[src/rtl/btn_pkg.sv]
// Shared types and sizing helpers for the multi-channel button debouncer.
//   btn_state_e : per-channel FSM encoding
//   tick_div()  : clk cycles per millisecond tick
//   cnt_width() : counter width able to hold 0..max_val (at least 1 bit)
package btn_pkg;

  typedef enum logic [1:0] {
    StIdle,
    StDbPress,
    StHeld,
    StDbRelease
  } btn_state_e;

  function automatic int unsigned tick_div(input int unsigned freq);
    return freq / 1000;
  endfunction

  function automatic int unsigned cnt_width(input int unsigned max_val);
    int unsigned w;
    w = $clog2(max_val + 1);
    return (w == 0) ? 1 : w;
  endfunction

endpackage

[src/rtl/btn_channel.sv]
// One button channel: 2-FF synchroniser, debounce/press-tracking FSM and counters.
// Ports:
//   clk_i, rst_ni  : clock, asynchronous active-low reset
//   tick_i         : 1-cycle millisecond strobe from the shared timebase
//   pin_i          : raw asynchronous button pin
//   repeat_en_i    : auto-repeat enable, sampled on the cycle a repeat falls due
//   level_o        : debounced level, 1 = pressed
//   press_o, release_o, long_o, repeat_o : registered 1-cycle event pulses
module btn_channel
  import btn_pkg::*;
#(
  parameter int unsigned DebounceMs  = 20,
  parameter int unsigned LongMs      = 1000,
  parameter int unsigned RepeatMs    = 200,
  parameter bit          ActiveLevel = 1'b1
) (
  input  logic clk_i,
  input  logic rst_ni,
  input  logic tick_i,
  input  logic pin_i,
  input  logic repeat_en_i,
  output logic level_o,
  output logic press_o,
  output logic release_o,
  output logic long_o,
  output logic repeat_o
);

  localparam int unsigned DbW   = cnt_width(DebounceMs);
  localparam int unsigned HoldW = cnt_width(LongMs);
  localparam int unsigned RepW  = cnt_width(RepeatMs);

  localparam logic [DbW-1:0]   DbMax     = DbW'(DebounceMs);
  localparam logic [HoldW-1:0] HoldMax   = HoldW'(LongMs);
  localparam logic [RepW-1:0]  RepMax    = RepW'(RepeatMs);
  localparam bit               RepEnable = (RepeatMs != 0);

  logic [1:0]       sync_q;
  logic             pressed;
  btn_state_e       state_q, state_d;
  logic [DbW-1:0]   db_q, db_d, db_inc;
  logic [HoldW-1:0] hold_q, hold_d, hold_inc;
  logic [RepW-1:0]  rep_q, rep_d, rep_inc;
  logic             level_q, level_d;
  logic             press_q, press_d;
  logic             release_q, release_d;
  logic             long_q, long_d;
  logic             repeat_q, repeat_d;

  // Idle level of the synchroniser is "not pressed" so reset never fakes a press.
  always_ff @(posedge clk_i or negedge rst_ni) begin
    if (!rst_ni) begin
      sync_q <= {2{~ActiveLevel}};
    end else begin
      sync_q <= {sync_q[0], pin_i};
    end
  end

  assign pressed  = (sync_q[1] == ActiveLevel);
  assign db_inc   = db_q + 1'b1;
  assign hold_inc = hold_q + 1'b1;
  assign rep_inc  = rep_q + 1'b1;

  always_comb begin
    state_d   = state_q;
    db_d      = db_q;
    hold_d    = hold_q;
    rep_d     = rep_q;
    level_d   = level_q;
    press_d   = 1'b0;
    release_d = 1'b0;
    long_d    = 1'b0;
    repeat_d  = 1'b0;
    unique case (state_q)
      StIdle: begin
        if (pressed) begin
          state_d = StDbPress;
          db_d    = '0;
        end
      end
      StDbPress: begin
        if (!pressed) begin
          state_d = StIdle;
        end else if (tick_i) begin
          if (db_inc == DbMax) begin
            state_d = StHeld;
            press_d = 1'b1;
            level_d = 1'b1;
            hold_d  = '0;
            rep_d   = '0;
          end else begin
            db_d = db_inc;
          end
        end
      end
      StHeld: begin
        if (!pressed) begin
          state_d = StDbRelease;
          db_d    = '0;
        end else if (tick_i) begin
          if (hold_q != HoldMax) begin
            hold_d = hold_inc;
            long_d = (hold_inc == HoldMax);
          end else if (RepEnable) begin
            // Repeat counting starts on the tick after the long pulse, so the
            // two can never share a cycle.
            if (rep_inc == RepMax) begin
              rep_d    = '0;
              repeat_d = repeat_en_i;
            end else begin
              rep_d = rep_inc;
            end
          end
        end
      end
      StDbRelease: begin
        // Bounce back keeps hold/rep counts: a glitch must not restart the long timer.
        if (pressed) begin
          state_d = StHeld;
        end else if (tick_i) begin
          if (db_inc == DbMax) begin
            state_d   = StIdle;
            release_d = 1'b1;
            level_d   = 1'b0;
          end else begin
            db_d = db_inc;
          end
        end
      end
      default: state_d = StIdle;
    endcase
  end

  always_ff @(posedge clk_i or negedge rst_ni) begin
    if (!rst_ni) begin
      state_q   <= StIdle;
      db_q      <= '0;
      hold_q    <= '0;
      rep_q     <= '0;
      level_q   <= 1'b0;
      press_q   <= 1'b0;
      release_q <= 1'b0;
      long_q    <= 1'b0;
      repeat_q  <= 1'b0;
    end else begin
      state_q   <= state_d;
      db_q      <= db_d;
      hold_q    <= hold_d;
      rep_q     <= rep_d;
      level_q   <= level_d;
      press_q   <= press_d;
      release_q <= release_d;
      long_q    <= long_d;
      repeat_q  <= repeat_d;
    end
  end

  assign level_o   = level_q;
  assign press_o   = press_q;
  assign release_o = release_q;
  assign long_o    = long_q;
  assign repeat_o  = repeat_q;

endmodule

[src/rtl/btn_multi_debounce.sv]
// N-channel button debouncer with press/release/long/auto-repeat pulses.
// A single prescaler produces a millisecond tick shared by all channels.
// Ports:
//   clk, rst (async, active-low)
//   btns_in        : raw button pins
//   repeat_en_in   : per-channel auto-repeat enable
//   btn_level_out  : debounced level, 1 = pressed
//   btn_press_out, btn_release_out, btn_long_out, btn_repeat_out : 1-cycle pulses
module btn_multi_debounce
  import btn_pkg::*;
#(
  parameter int unsigned FREQUENCY_IN = 100_000_000,
  parameter int unsigned CHANNELS     = 4,
  parameter int unsigned DEBOUNCE_MS  = 20,
  parameter int unsigned LONG_MS      = 1000,
  parameter int unsigned REPEAT_MS    = 200,
  parameter bit          ACTIVE_LEVEL = 1'b1
) (
  input  logic                clk,
  input  logic                rst,
  input  logic [CHANNELS-1:0] btns_in,
  input  logic [CHANNELS-1:0] repeat_en_in,
  output logic [CHANNELS-1:0] btn_level_out,
  output logic [CHANNELS-1:0] btn_press_out,
  output logic [CHANNELS-1:0] btn_release_out,
  output logic [CHANNELS-1:0] btn_long_out,
  output logic [CHANNELS-1:0] btn_repeat_out
);

  localparam int unsigned TickDiv = tick_div(FREQUENCY_IN);
  localparam int unsigned PreW    = cnt_width(TickDiv - 1);
  localparam logic [PreW-1:0] PreMax = PreW'(TickDiv - 1);

  logic [PreW-1:0] presc_q, presc_d;
  logic            tick;

  assign tick = (presc_q == PreMax);

  always_comb begin
    presc_d = presc_q + 1'b1;
    if (tick) begin
      presc_d = '0;
    end
  end

  always_ff @(posedge clk or negedge rst) begin
    if (!rst) begin
      presc_q <= '0;
    end else begin
      presc_q <= presc_d;
    end
  end

  for (genvar i = 0; i < CHANNELS; i++) begin : g_ch
    btn_channel #(
      .DebounceMs  (DEBOUNCE_MS),
      .LongMs      (LONG_MS),
      .RepeatMs    (REPEAT_MS),
      .ActiveLevel (ACTIVE_LEVEL)
    ) u_ch (
      .clk_i       (clk),
      .rst_ni      (rst),
      .tick_i      (tick),
      .pin_i       (btns_in[i]),
      .repeat_en_i (repeat_en_in[i]),
      .level_o     (btn_level_out[i]),
      .press_o     (btn_press_out[i]),
      .release_o   (btn_release_out[i]),
      .long_o      (btn_long_out[i]),
      .repeat_o    (btn_repeat_out[i])
    );
  end

endmodule

[config.mk]
export PLATFORM = sky130hd
export DESIGN_NAME = btn_multi_debounce
export DESIGN_NICKNAME = d
export VERILOG_FILES = /design/src/rtl/btn_pkg.sv /design/src/rtl/btn_channel.sv /design/src/rtl/btn_multi_debounce.sv
export SDC_FILE = /design/constraint.sdc
export NUM_CORES = 1
export LEC_CHECK = 0
export BUFFER_PORTS_ARGS = -buffer_cell sky130_fd_sc_hd__buf_2
export CORE_MARGIN = 4
export CORE_UTILIZATION = 67
export CTS_CLUSTER_SIZE = 12
export DETAILED_ROUTE_END_ITERATION = 10
export PLACE_DENSITY = 0.91
export SKIP_CTS_REPAIR_TIMING = 1
export SYNTH_ARGS = -nofsm -noshare
export SYNTH_HDL_FRONTEND = slang
export SYNTH_HIERARCHICAL = 1
export SYNTH_SLANG_ARGS = --single-unit
[constraint.sdc]
create_clock -name clk -period 7.6 [get_ports clk]
set_input_delay 0.76 -clock clk [delete_from_list [all_inputs] [get_ports clk]]
set_output_delay 0.76 -clock clk [all_outputs]
set_load 0.01 [all_outputs]
==> impl_results.md <==
* Outcome: finished clean
* Synth Area in Compound Gates at 18.3%
* Clock power share at 51.4%
* Routability congestion estimate from global placement at 0.861
* DP Wirelength at 10700 um
* P_int at 1.27 mW
* Fin Setup TNS at 0 ps
* # port buffers at 29
* Skew final at 11.5 ps
* Number of synthesized flops with an enable pin at 0
* Yosys reg bits at 145
* Fill count at 772
* Seq/Total Area, Yosys at 44.7%
* # setup viols final at 0
* Remaining global-route overflow at 0
* Slew Limit Fails at 0
* Max-Cap Viols at 0
* Rel. slew slack at 18.8%
* Fmax achieved at 285 MHz
* Critical path data required time at 7930 ps
* Peak VDD IR at 0.193 mV
* Longest Clk Path Bufs at 2
* Post-Syn Instances at 874
* Crit path arrival time at 3830 ps
* Initial Utilization at 69.9%
* Initial antenna violation count at 0
* Non-Filler Instances at 1047
* Critical path launch point type: flop
* Post-Synth XOR/XNOR Area at 2.81%
* Largest net degree at the start of global routing at 80
* Post-synthesis net count at 905
* Drt total wl at 17300 um
* Cell with the most instances after synthesis: dfrtp_1
* Synth top cells by count: dfrtp_1, nand2_1, o21ai_0
* Die width at 118 um
* Mux cell area share after synthesis at 0.277%
* Dpl cells at 1015
* Min Tclk post-route at 3500 ps
* Post-synth top flop: dfrtp_1
* Number of synthesis warnings at 6
* DIE AREA at 13900 um^2
* NetSw at 382 uW
* Top-area cell type share of the netlist area at 44.7%
* Num rows at 39
* Ys async rst share at 100%
* PwrDens at 186 nW/um^2
* Reg area at 3630 um^2
* CTS root buffer: clkbuf_16
* RSZ-0062 raised after global routing: no
* Worst-Margin Slew at 1210 ps
* Synth Area in Simple Gates at 27.5%
* Synth area leaders: dfrtp_1, nand2_1, o21ai_0, nor2_1, ha_1
* Largest family of logic cells by synthesized area: simple AND/OR/NAND/NOR gates
* Fin. Hold Viols at 0
* Vias/cell at 6.40
* Avg Cell Area, Syn at 9.29 um^2
* CTS tree: built
* Synth unique cells at 79
* Layout cell share with drive strength beyond 1 at 11.6%
* Logic gate share of total power at 1.4%
* Final Cycle Share at 46.1%
* Clk slew on worst S/H paths at 70 ps
* Area Growth Syn to Fin at 9.43%
* Initial DRT Pass Iterations at 5
* Clock Latency Late Sink at 440 ps
* Sequential power share at 47.1%
* Gr usage total at 25.5%
* Synth area leader: dfrtp_1
* Residual DRC at 0
* Synth Cell Area at 8120 um^2
* Post-DR wirelength/cell at 16.5 um
* H-tree levels at 4
* Num Clock Sinks at 145
* Multi-input combinational cell area at 4230 um^2
* # IOs at 30
* Synth Area in Adders at 3.24%
* Vias in the first global route at 6283
* Worst Setup End Kind: flop
* CP max FO at 34
* Iter 0 DRT Violations at 835
* Via count at 6697
* Die height at 118 um
* Hold Path Class: reg -> reg
* Nets at 922
* TritonCTS buffer count at 17
* Post-route ant nets at 0
* Static leakage at 3.94 nW
* First-pass GRT wire length at 29500 um
* Sw Ratio at 23.1%
* Core Region at 11600 um^2
* WS Path Type: reg -> reg
* Diode count at 0
-- kinds of logic (layout without fill, tap and decap cells) --
family / after synthesis / after routing
compound gates: 230 / 230
fa+ha+maj: 21 / 21
mux: 2 / 2
buf+inv: 55 / 85
xor+xnor: 26 / 26
simple gates: 395 / 395
flops: 145 / 145
-- cell type report --
type / instances / share of cell area [%]
multi-input cells: 674 / 47.6
inverters: 22 / 0.930
clock buffers: 18 / 4.83
well taps: 143 / 2.01
clock inverters: 14 / 1.90
flip-flops and latches: 145 / 40.8
repair buffers: 31 / 1.87
-- worst max-delay path, stage by stage (launching register included) --
cell and delay, ps:
dfrtp_1 440, or4_1 550, or4_4 440, nor4_4 150
buf_4 400, nand4b_1 280, nor4_2 500, nor2_1 250
o2bb2ai_1 200, a21o_1 170
-- placed cells by master (no fill, tap or decap), types with 17 or more instances in the layout --
cell type,netlist,layout
nor2_1,71,71
nand2_1,106,106
dfrtp_1,145,145
a31oi_1,19,19
clkbuf_16,0,17
nand4_1,23,23
ha_1,21,21
a21o_1,17,17
buf_2,12,28
a22o_1,17,17
o31ai_1,17,17
nor3_1,26,26
a21oi_1,28,28
nand3_1,35,35
o21ai_0,74,74
xnor2_1,18,18
inv_1,22,22
-- state kept, by name, indices dropped and copies added, names as in the netlist, 8 cells and up, named ones only --
name and cells:
g_ch.u_ch/rep_q 32, g_ch.u_ch/db_q 20, g_ch.u_ch/sync_q 8, presc_q 17, g_ch.u_ch/hold_q 40
-- per-stage QoR --
step	utilization [%]	worst slack [ps]	total power [mW]	cell area, um^2	hold slack [ps]
6_report	76.5	4100	1.66	8880	348
5_1_grt	76.5	3890	1.71	8880	354
4_1_cts	76.5	4130	1.67	8880	349
3_5_place_dp	71.3	4170	0.819	8290	335
3_3_place_gp	71.3	4340	0.819	8290	338
2_1_floorplan	-	3930	0.800	8120	331
-- path summary, 6_finish.rpt --
path / endpoint / depth (start not counted) / slack, ps / startpoint
setup / recovery: g_ch[2].u_ch/rep_q[3]$_DFFE_PN0P_ / 9 / 4100 / presc_q[11]$_DFF_PN0_
hold / removal: g_ch[0].u_ch/sync_q[1]$_DFF_PN0_ / 0 / 350 / g_ch[0].u_ch/sync_q[0]$_DFF_PN0_
setup reg to reg: g_ch[2].u_ch/rep_q[3]$_DFFE_PN0P_ / 9 / 4100 / presc_q[11]$_DFF_PN0_
hold reg to reg: g_ch[0].u_ch/sync_q[1]$_DFF_PN0_ / 0 / 350 / g_ch[0].u_ch/sync_q[0]$_DFF_PN0_
max in group asynchronous: g_ch[3].u_ch/rep_q[6]$_DFFE_PN0P_ / 2 / 5950 / rst
min in group asynchronous: g_ch[1].u_ch/hold_q[8]$_DFFE_PN0P_ / 1 / 360 / rst
-- metal layers --
metal  part of all wire [%]  GRT usage [%]  vias up
met2                     48           40.4      199
met1                     45           33.9     3206
met4                    1.4           8.86        0
met5                      0              0        -
li1                       -              -     3260
met3                    5.0           7.11       32
-- power by group through the flow --
| stage | sequential, mW | clock (mW) | combinational, mW |
|---|---|---|---|
| after global routing | 0.781 | 0.902 | 0.0277 |
| final | 0.781 | 0.852 | 0.0236 |
| after floorplan | 0.791 | 0 | 0.00831 |
| after CTS | 0.780 | 0.863 | 0.0248 |
| after detailed placement | 0.795 | 0 | 0.0248 |
| after global placement | 0.794 | 0 | 0.0243 |
Note: power is estimated with default switching activity, not from simulation.
